[config.mk]
export PLATFORM = sky130hd
export DESIGN_NAME = imem_boot_loader
export DESIGN_NICKNAME = d
export VERILOG_FILES = /design/src/rtl/imem_boot_loader.sv
export SDC_FILE = /design/constraint.sdc
export NUM_CORES = 1
export LEC_CHECK = 0
export ABC_AREA = 1
export BUFFER_PORTS_ARGS = -buffer_cell sky130_fd_sc_hd__buf_2
export CAP_MARGIN = 20
export CELL_PAD_IN_SITES_DETAIL_PLACEMENT = 1
export CELL_PAD_IN_SITES_GLOBAL_PLACEMENT = 2
export CORE_MARGIN = 10
export CORE_UTILIZATION = 30
export CTS_CLUSTER_SIZE = 40
export DETAILED_ROUTE_END_ITERATION = 8
export GPL_TIMING_DRIVEN = 0
export HOLD_SLACK_MARGIN = 0.1
export MAX_ROUTING_LAYER = met4
export PLACE_DENSITY_LB_ADDON = 0.1
export SETUP_SLACK_MARGIN = 0.2
export SLEW_MARGIN = 0
export SYNTH_ARGS = -nofsm -noshare
export SYNTH_HDL_FRONTEND = slang
export SYNTH_SLANG_ARGS = --single-unit
[constraint.sdc]
create_clock -name clk -period 1.89 [get_ports clk]
set_input_delay 0 -clock clk [delete_from_list [all_inputs] [get_ports clk]]
set_output_delay 0 -clock clk [all_outputs]
set_load 0.02 [all_outputs]
[src/rtl/imem_boot_loader.sv]
`default_nettype none
// ============================================================================
// Module   : imem_boot_loader
// Purpose  : Receives a length-prefixed little-endian program image over a
//            valid/ready byte stream, writes it word by word into the
//            instruction memory and holds the CPU core in reset until the
//            image is complete.
// Options  : IMEM_BOOT_CHECKSUM_EN - adds a trailing XOR checksum byte that
//            must match the data bytes before the core is released.
// Revision : 1.0 - initial release
// ============================================================================
module imem_boot_loader #(
  parameter int ADDR_W = 8
) (
  input  logic              clk,
  input  logic              reset,
  input  logic              start,
  input  logic              rx_valid,
  input  logic [7:0]        rx_data,
  output logic              rx_ready,
  output logic              imem_we,
  output logic [ADDR_W-1:0] imem_addr,
  output logic [31:0]       imem_wdata,
  output logic              cpu_reset,
  output logic              busy,
  output logic              done,
  output logic              err,
  output logic [ADDR_W:0]   words_loaded
);

  // Largest legal word count: the full memory.
  localparam logic [31:0] c_capacity = 32'd1 << ADDR_W;

  typedef enum logic [2:0] {
    S_IDLE   = 3'd0,
    S_LEN_LO = 3'd1,
    S_LEN_HI = 3'd2,
    S_DATA   = 3'd3,
    S_WRITE  = 3'd4,
    S_DONE   = 3'd5,
    S_ERR    = 3'd6
`ifdef IMEM_BOOT_CHECKSUM_EN
    , S_CSUM = 3'd7
`endif
  } state_t;

  state_t            r_state;
  state_t            w_next_state;
  state_t            w_fin_state;
  logic [15:0]       r_len;
  logic [ADDR_W:0]   r_idx;
  logic [1:0]        r_byte_idx;
  logic [31:0]       r_word;
  logic [ADDR_W-1:0] r_addr;
  logic [31:0]       r_wdata;
  logic [ADDR_W:0]   r_words_loaded;
  logic              w_xfer;
  logic [15:0]       w_len_full;
  logic [ADDR_W:0]   w_idx_next;
  logic              w_last_word;
  logic              w_start_ok;
`ifdef IMEM_BOOT_CHECKSUM_EN
  logic [7:0]        r_csum;
`endif

  assign w_xfer      = rx_valid & rx_ready;
  assign w_len_full  = {rx_data, r_len[7:0]};
  assign w_idx_next  = r_idx + 1'b1;
  assign w_last_word = (32'(w_idx_next) == 32'(r_len));
  // start is honoured only while no load is in progress.
  assign w_start_ok  = start & ((r_state == S_IDLE) | (r_state == S_DONE) |
                                (r_state == S_ERR));

  // The state reached once all data words are in (or len was zero).
`ifdef IMEM_BOOT_CHECKSUM_EN
  assign w_fin_state = S_CSUM;
`else
  assign w_fin_state = S_DONE;
`endif

  assign imem_addr    = r_addr;
  assign imem_wdata   = r_wdata;
  assign words_loaded = r_words_loaded;

  // State register.
  always_ff @(posedge clk) begin
    if (reset) r_state <= S_IDLE;
    else       r_state <= w_next_state;
  end

  // Next-state selection and state-decoded outputs.
  always_comb begin
    w_next_state = r_state;
    rx_ready     = 1'b0;
    imem_we      = 1'b0;
    cpu_reset    = 1'b1;
    busy         = 1'b0;
    done         = 1'b0;
    err          = 1'b0;
    case (r_state)
      S_IDLE: begin
        if (start) w_next_state = S_LEN_LO;
      end
      S_LEN_LO: begin
        rx_ready = 1'b1;
        busy     = 1'b1;
        if (w_xfer) w_next_state = S_LEN_HI;
      end
      S_LEN_HI: begin
        rx_ready = 1'b1;
        busy     = 1'b1;
        if (w_xfer) begin
          if (w_len_full == 16'd0)                  w_next_state = w_fin_state;
          else if (32'(w_len_full) > c_capacity)    w_next_state = S_ERR;
          else                                      w_next_state = S_DATA;
        end
      end
      S_DATA: begin
        rx_ready = 1'b1;
        busy     = 1'b1;
        if (w_xfer && (r_byte_idx == 2'd3)) w_next_state = S_WRITE;
      end
      S_WRITE: begin
        imem_we = 1'b1;
        busy    = 1'b1;
        w_next_state = w_last_word ? w_fin_state : S_DATA;
      end
      S_DONE: begin
        cpu_reset = 1'b0;
        done      = 1'b1;
        if (start) w_next_state = S_LEN_LO;
      end
      S_ERR: begin
        err = 1'b1;
        if (start) w_next_state = S_LEN_LO;
      end
`ifdef IMEM_BOOT_CHECKSUM_EN
      S_CSUM: begin
        rx_ready = 1'b1;
        busy     = 1'b1;
        if (w_xfer) w_next_state = (rx_data == r_csum) ? S_DONE : S_ERR;
      end
`endif
      default: w_next_state = S_IDLE;
    endcase
  end

  // Length capture, byte assembly, write-port registers and counters.
  always_ff @(posedge clk) begin
    if (reset) begin
      r_len          <= '0;
      r_idx          <= '0;
      r_byte_idx     <= '0;
      r_word         <= '0;
      r_addr         <= '0;
      r_wdata        <= '0;
      r_words_loaded <= '0;
`ifdef IMEM_BOOT_CHECKSUM_EN
      r_csum         <= '0;
`endif
    end else begin
      if (w_start_ok) begin
        r_len          <= '0;
        r_idx          <= '0;
        r_byte_idx     <= '0;
        r_word         <= '0;
        r_words_loaded <= '0;
`ifdef IMEM_BOOT_CHECKSUM_EN
        r_csum         <= '0;
`endif
      end
      if (w_xfer && (r_state == S_LEN_LO)) r_len[7:0]  <= rx_data;
      if (w_xfer && (r_state == S_LEN_HI)) r_len[15:8] <= rx_data;
      if (w_xfer && (r_state == S_DATA)) begin
        r_word[{r_byte_idx, 3'b000} +: 8] <= rx_data;
        r_byte_idx <= r_byte_idx + 2'd1;
`ifdef IMEM_BOOT_CHECKSUM_EN
        r_csum     <= r_csum ^ rx_data;
`endif
        // Latch the finished word so the write port holds it past WRITE.
        if (r_byte_idx == 2'd3) begin
          r_addr  <= r_idx[ADDR_W-1:0];
          r_wdata <= {rx_data, r_word[23:0]};
        end
      end
      if (r_state == S_WRITE) begin
        r_idx          <= w_idx_next;
        r_words_loaded <= r_words_loaded + 1'b1;
      end
    end
  end

endmodule
`default_nettype wire

==> metrics.md <==
| Metric | Value |
|---|---|
| Status | `complete, no violations` |
| Final setup fails | `0` |
| Crit path cell chain | `ha_4 > inv_2 > nand2_2 > nand2_1 > nor2_1 > nand2_1 > nor2_2 > nand3_1 > nor2_2 > nand3_1 > nand2_1 > nand2_1 > nand2_1 > a21oi_1` |
| CP max stage cell | `dfxtp_4` |
| Grt total ovfl | `0` |
| Core ar. | `14600 um^2` |
| Seq pwr share | `42.0%` |
| Initial core utilization | `30.9%` |
| DRC violations left | `0` |
| Fin. Hold Viols | `0` |
| Nets | `740` |
| Unrepaired setup endpoints after global routing | `yes` |
| CTS Root Cell | `clkbuf_16` |
| Clk_lat worst skew | `0.35 ns` |
| Overall global routing resource usage | `15.7%` |
| Main synth FF type | `dfxtp_1` |
| Height of the chip | `143 um` |
| Psw | `1850 uW` |
| Rows | `44` |
| Final worst path period share | `92.0%` |
| Register-to-Register Path Depth | `14` |
| Synthesized area | `4530 um^2` |
| Synth top cells by count | `dfxtp_1 (103), nand2_1 (91), nor2_1 (87)` |
| VDD IR max | `0.609 mV` |
| Sequential cell area fraction in the yosys report | `45.6%` |
| Final antenna-violating net count | `0` |
| Worst flop-to-flop path endpoint | `r_state[1]` |
| Share of cells above drive strength 1 | `24.9%` |
| MaxCap Viol Count | `0` |
| Initial antenna violation count | `0` |
| Worst-Margin Slew | `0.722 ns` |
| Cell accounting for the most synthesized area | `dfxtp_1` |
| Worst path arrival time | `1.94 ns` |
| Syn Area/Cell | `7.29 um^2` |
| WHS Path Cells | `3` |
| Reg-to-reg critical path startpoint | `r_idx[0]` |
| Final number of max-transition violations | `0` |
| HP Class | `primary input to flip-flop` |
| Int Power | `3670 uW` |
| Top-area cell type share of the netlist area | `45.6%` |
| 1st-iter DRT viols | `245` |
| Crit path max-delay family | `simple AND/OR/NAND/NOR gates` |
| TritonCTS Buffers | `9` |
| Buffers plus inverters on the worst setup path | `1` |
| Tmin final | `1.74 ns` |
| Vias | `4465` |
| RD Place Congestion | `0.823` |
| Final instance area | `5870 um^2` |
| Critical Path Source Type | `flip-flop` |
| Largest net degree at the start of global routing | `17` |
| Clock skew | `0.00843 ns` |
| Sw Ratio | `33.6%` |
| Number of synthesized flops with an enable pin | `0` |
| Total power divided by cell area | `941 nW/um^2` |
| Post-detail-place hpwl | `11500 um` |
| Crit. path cell count | `14` |
| FMAX | `0.575 GHz` |
| Bufs on Longest Clock Path | `2` |
| Cell Area, Placed | `5080 um^2` |
| First-pass GRT wire length | `24700 um` |
| Distinct cells, synth | `31` |
| Vias in the first global route | `4552` |
| Flops & latches, synth | `103` |
| DIE AREA | `20400 um^2` |
| Slowest Stage Delay on Critical Path | `0.37 ns` |
| CTS sink count | `103` |
| Syn Nets | `640` |
| Setup TNS | `0 ns` |
| Internal reg-to-reg setup slack | `0.15 ns` |
| Crit end category | `flip-flop` |
| Die X | `143 um` |
| Via density | `4.91` |
| H-Tree Depth | `3` |
| Clock share of power | `32.3%` |
| Io pins | `67` |
| Fillers | `1832` |
| Post-Route WL | `15700 um` |
| Area delta synth->final | `29.7%` |
| CTS tree | `built` |
| Reg clk slew, reported paths | `0.07 ns` |
| Ys Warns | `0` |
| CP required | `2.09 ns` |
| Diodes inserted | `0` |
| Most numerous cell in the Yosys netlist | `dfxtp_1` |
| Cell with the most instances on the worst path | `nand2_1` |
| Iteration count of the initial detailed-routing pass | `4` |
| Worst setup path start | `r_idx[0]` |
| Slew HR | `51.8%` |
| Critical path fanouts, max | `3` |
| Synth area leaders | `dfxtp_1 (46%), nand3_1 (7.9%), nand2_1 (7.5%)` |
| CP Capture Point | `r_state[1]` |
| WS Path Type | `flip-flop to flip-flop` |
| Mapped Cells | `621` |
| Combinational power share | `25.7%` |
| Leak | `0.00245 uW` |
| Synth async-reset ratio | `0%` |
| WL per Instance | `17.3 um` |
| IO buf count | `64` |
-- final cells by class --
class	instances	area, um^2	share of cell area [%]
buffer	29	200	3.41
timing repair buffer	89	541	9.21
clock buffer	11	243	4.14
tap	184	230	3.92
sequential	103	2080	35.5
multi-input combinational	422	2270	38.7
clock inverter	5	33.8	0.576
inverter	67	269	4.58
-- cells by family (layout without fill, tap and decap cells) --
family	after synthesis	count (layout)	synth area share [%]
adders and majority gates	7	7	1.94
buffers and inverters	96	201	8.65
DFF	103	103	45.6
and+or+nand+nor	280	280	27.8
AOI/OAI and AO/OA	135	135	16.0
-- worst min path at each step --
stage                     from  slack (ns)        end
floorplan           rx_data[0]        0.15  r_word[0]
global placement    rx_data[7]        0.34  r_word[7]
detailed placement  rx_data[7]        0.34  r_word[7]
CTS                      reset        0.31  r_word[3]
global route             reset        0.38   r_len[7]
finish                   reset        0.33  r_word[2]
-- power groups by stage --
stage / sequential [uW] / combinational (uW) / clock [uW]
3_5_place_dp: 2340 / 1160 / 0
4_1_cts: 2290 / 1270 / 1840
5_1_grt: 2330 / 1560 / 1930
2_1_floorplan: 2330 / 797 / 0
6_report: 2320 / 1420 / 1780
3_3_place_gp: 2340 / 1140 / 0
-- state kept, by name, summed over array words and instances (netlist names) --
register / cells
words_loaded: 9
r_idx: 9
imem_wdata: 32
r_state: 3
r_len: 16
r_word: 24
r_byte_idx: 2
imem_addr: 8
-- repair_timing --
| action | 4_1_cts | 5_1_grt |
|---|---|---|
| pin swaps | 9 | 17 |
| setup buffers | 4 | 11 |
| endpoints found under the setup margin | 67 | 96 |
| gates resized for setup | 28 | 71 |
| hold endpoints to repair | 37 | 0 |
| hold buffers | 10 | 0 |
-- through the flow --
| stage | hold WS, ns | setup WS, ns | std cells | total power [uW] | utilization, % |
|---|---|---|---|---|---|
| floorplan | 0.147 | 0.251 | 621 | 3130 | - |
| CTS | 0.310 | 0.0783 | 899 | 5400 | 37.9 |
| global route | 0.381 | 0.00750 | 910 | 5820 | 40.1 |
| detailed placement | 0.343 | -0.129 | 869 | 3500 | 34.7 |
| global placement | 0.339 | -0.0939 | 869 | 3480 | 34.7 |
| finish | 0.327 | 0.152 | 910 | 5520 | 40.1 |
-- cells in the final DEF (no fill, tap or decap), types with 11 or more instances in the layout --
| cell type | count |
|---|---|
| dfxtp_1 | 94 |
| nand2_1 | 84 |
| nor2_1 | 80 |
| buf_2 | 67 |
| nand3_1 | 63 |
| a21oi_1 | 57 |
| inv_1 | 57 |
| o21ai_0 | 47 |
| buf_4 | 16 |
| o22ai_1 | 12 |
| nand4_1 | 12 |
| buf_6 | 11 |
| clkbuf_1 | 11 |
-- worst reg2reg max path: stages, from the launching register on --
cell and delay, ns:
dfxtp_4 0.37, ha_4 0.29, inv_2 0.04, nand2_2 0.04, nand2_1 0.04, nor2_1 0.10
nand2_1 0.07, nor2_2 0.10, nand3_1 0.10, nor2_2 0.11, nand3_1 0.07, nand2_1 0.08
nand2_1 0.06, nand2_1 0.06, a21oi_1 0.06
-- per-layer routing --
layer | wire length [um] | part of all wire, % | track usage, %
met1 | 7630 | 49 | 20.5
met2 | 7390 | 47 | 24.8
met3 | 518 | 3.3 | 2.19
met4 | 153 | 0.97 | 4.56
met5 | 0 | 0 | -
No activity file was read; power rests on OpenSTA's default activity.
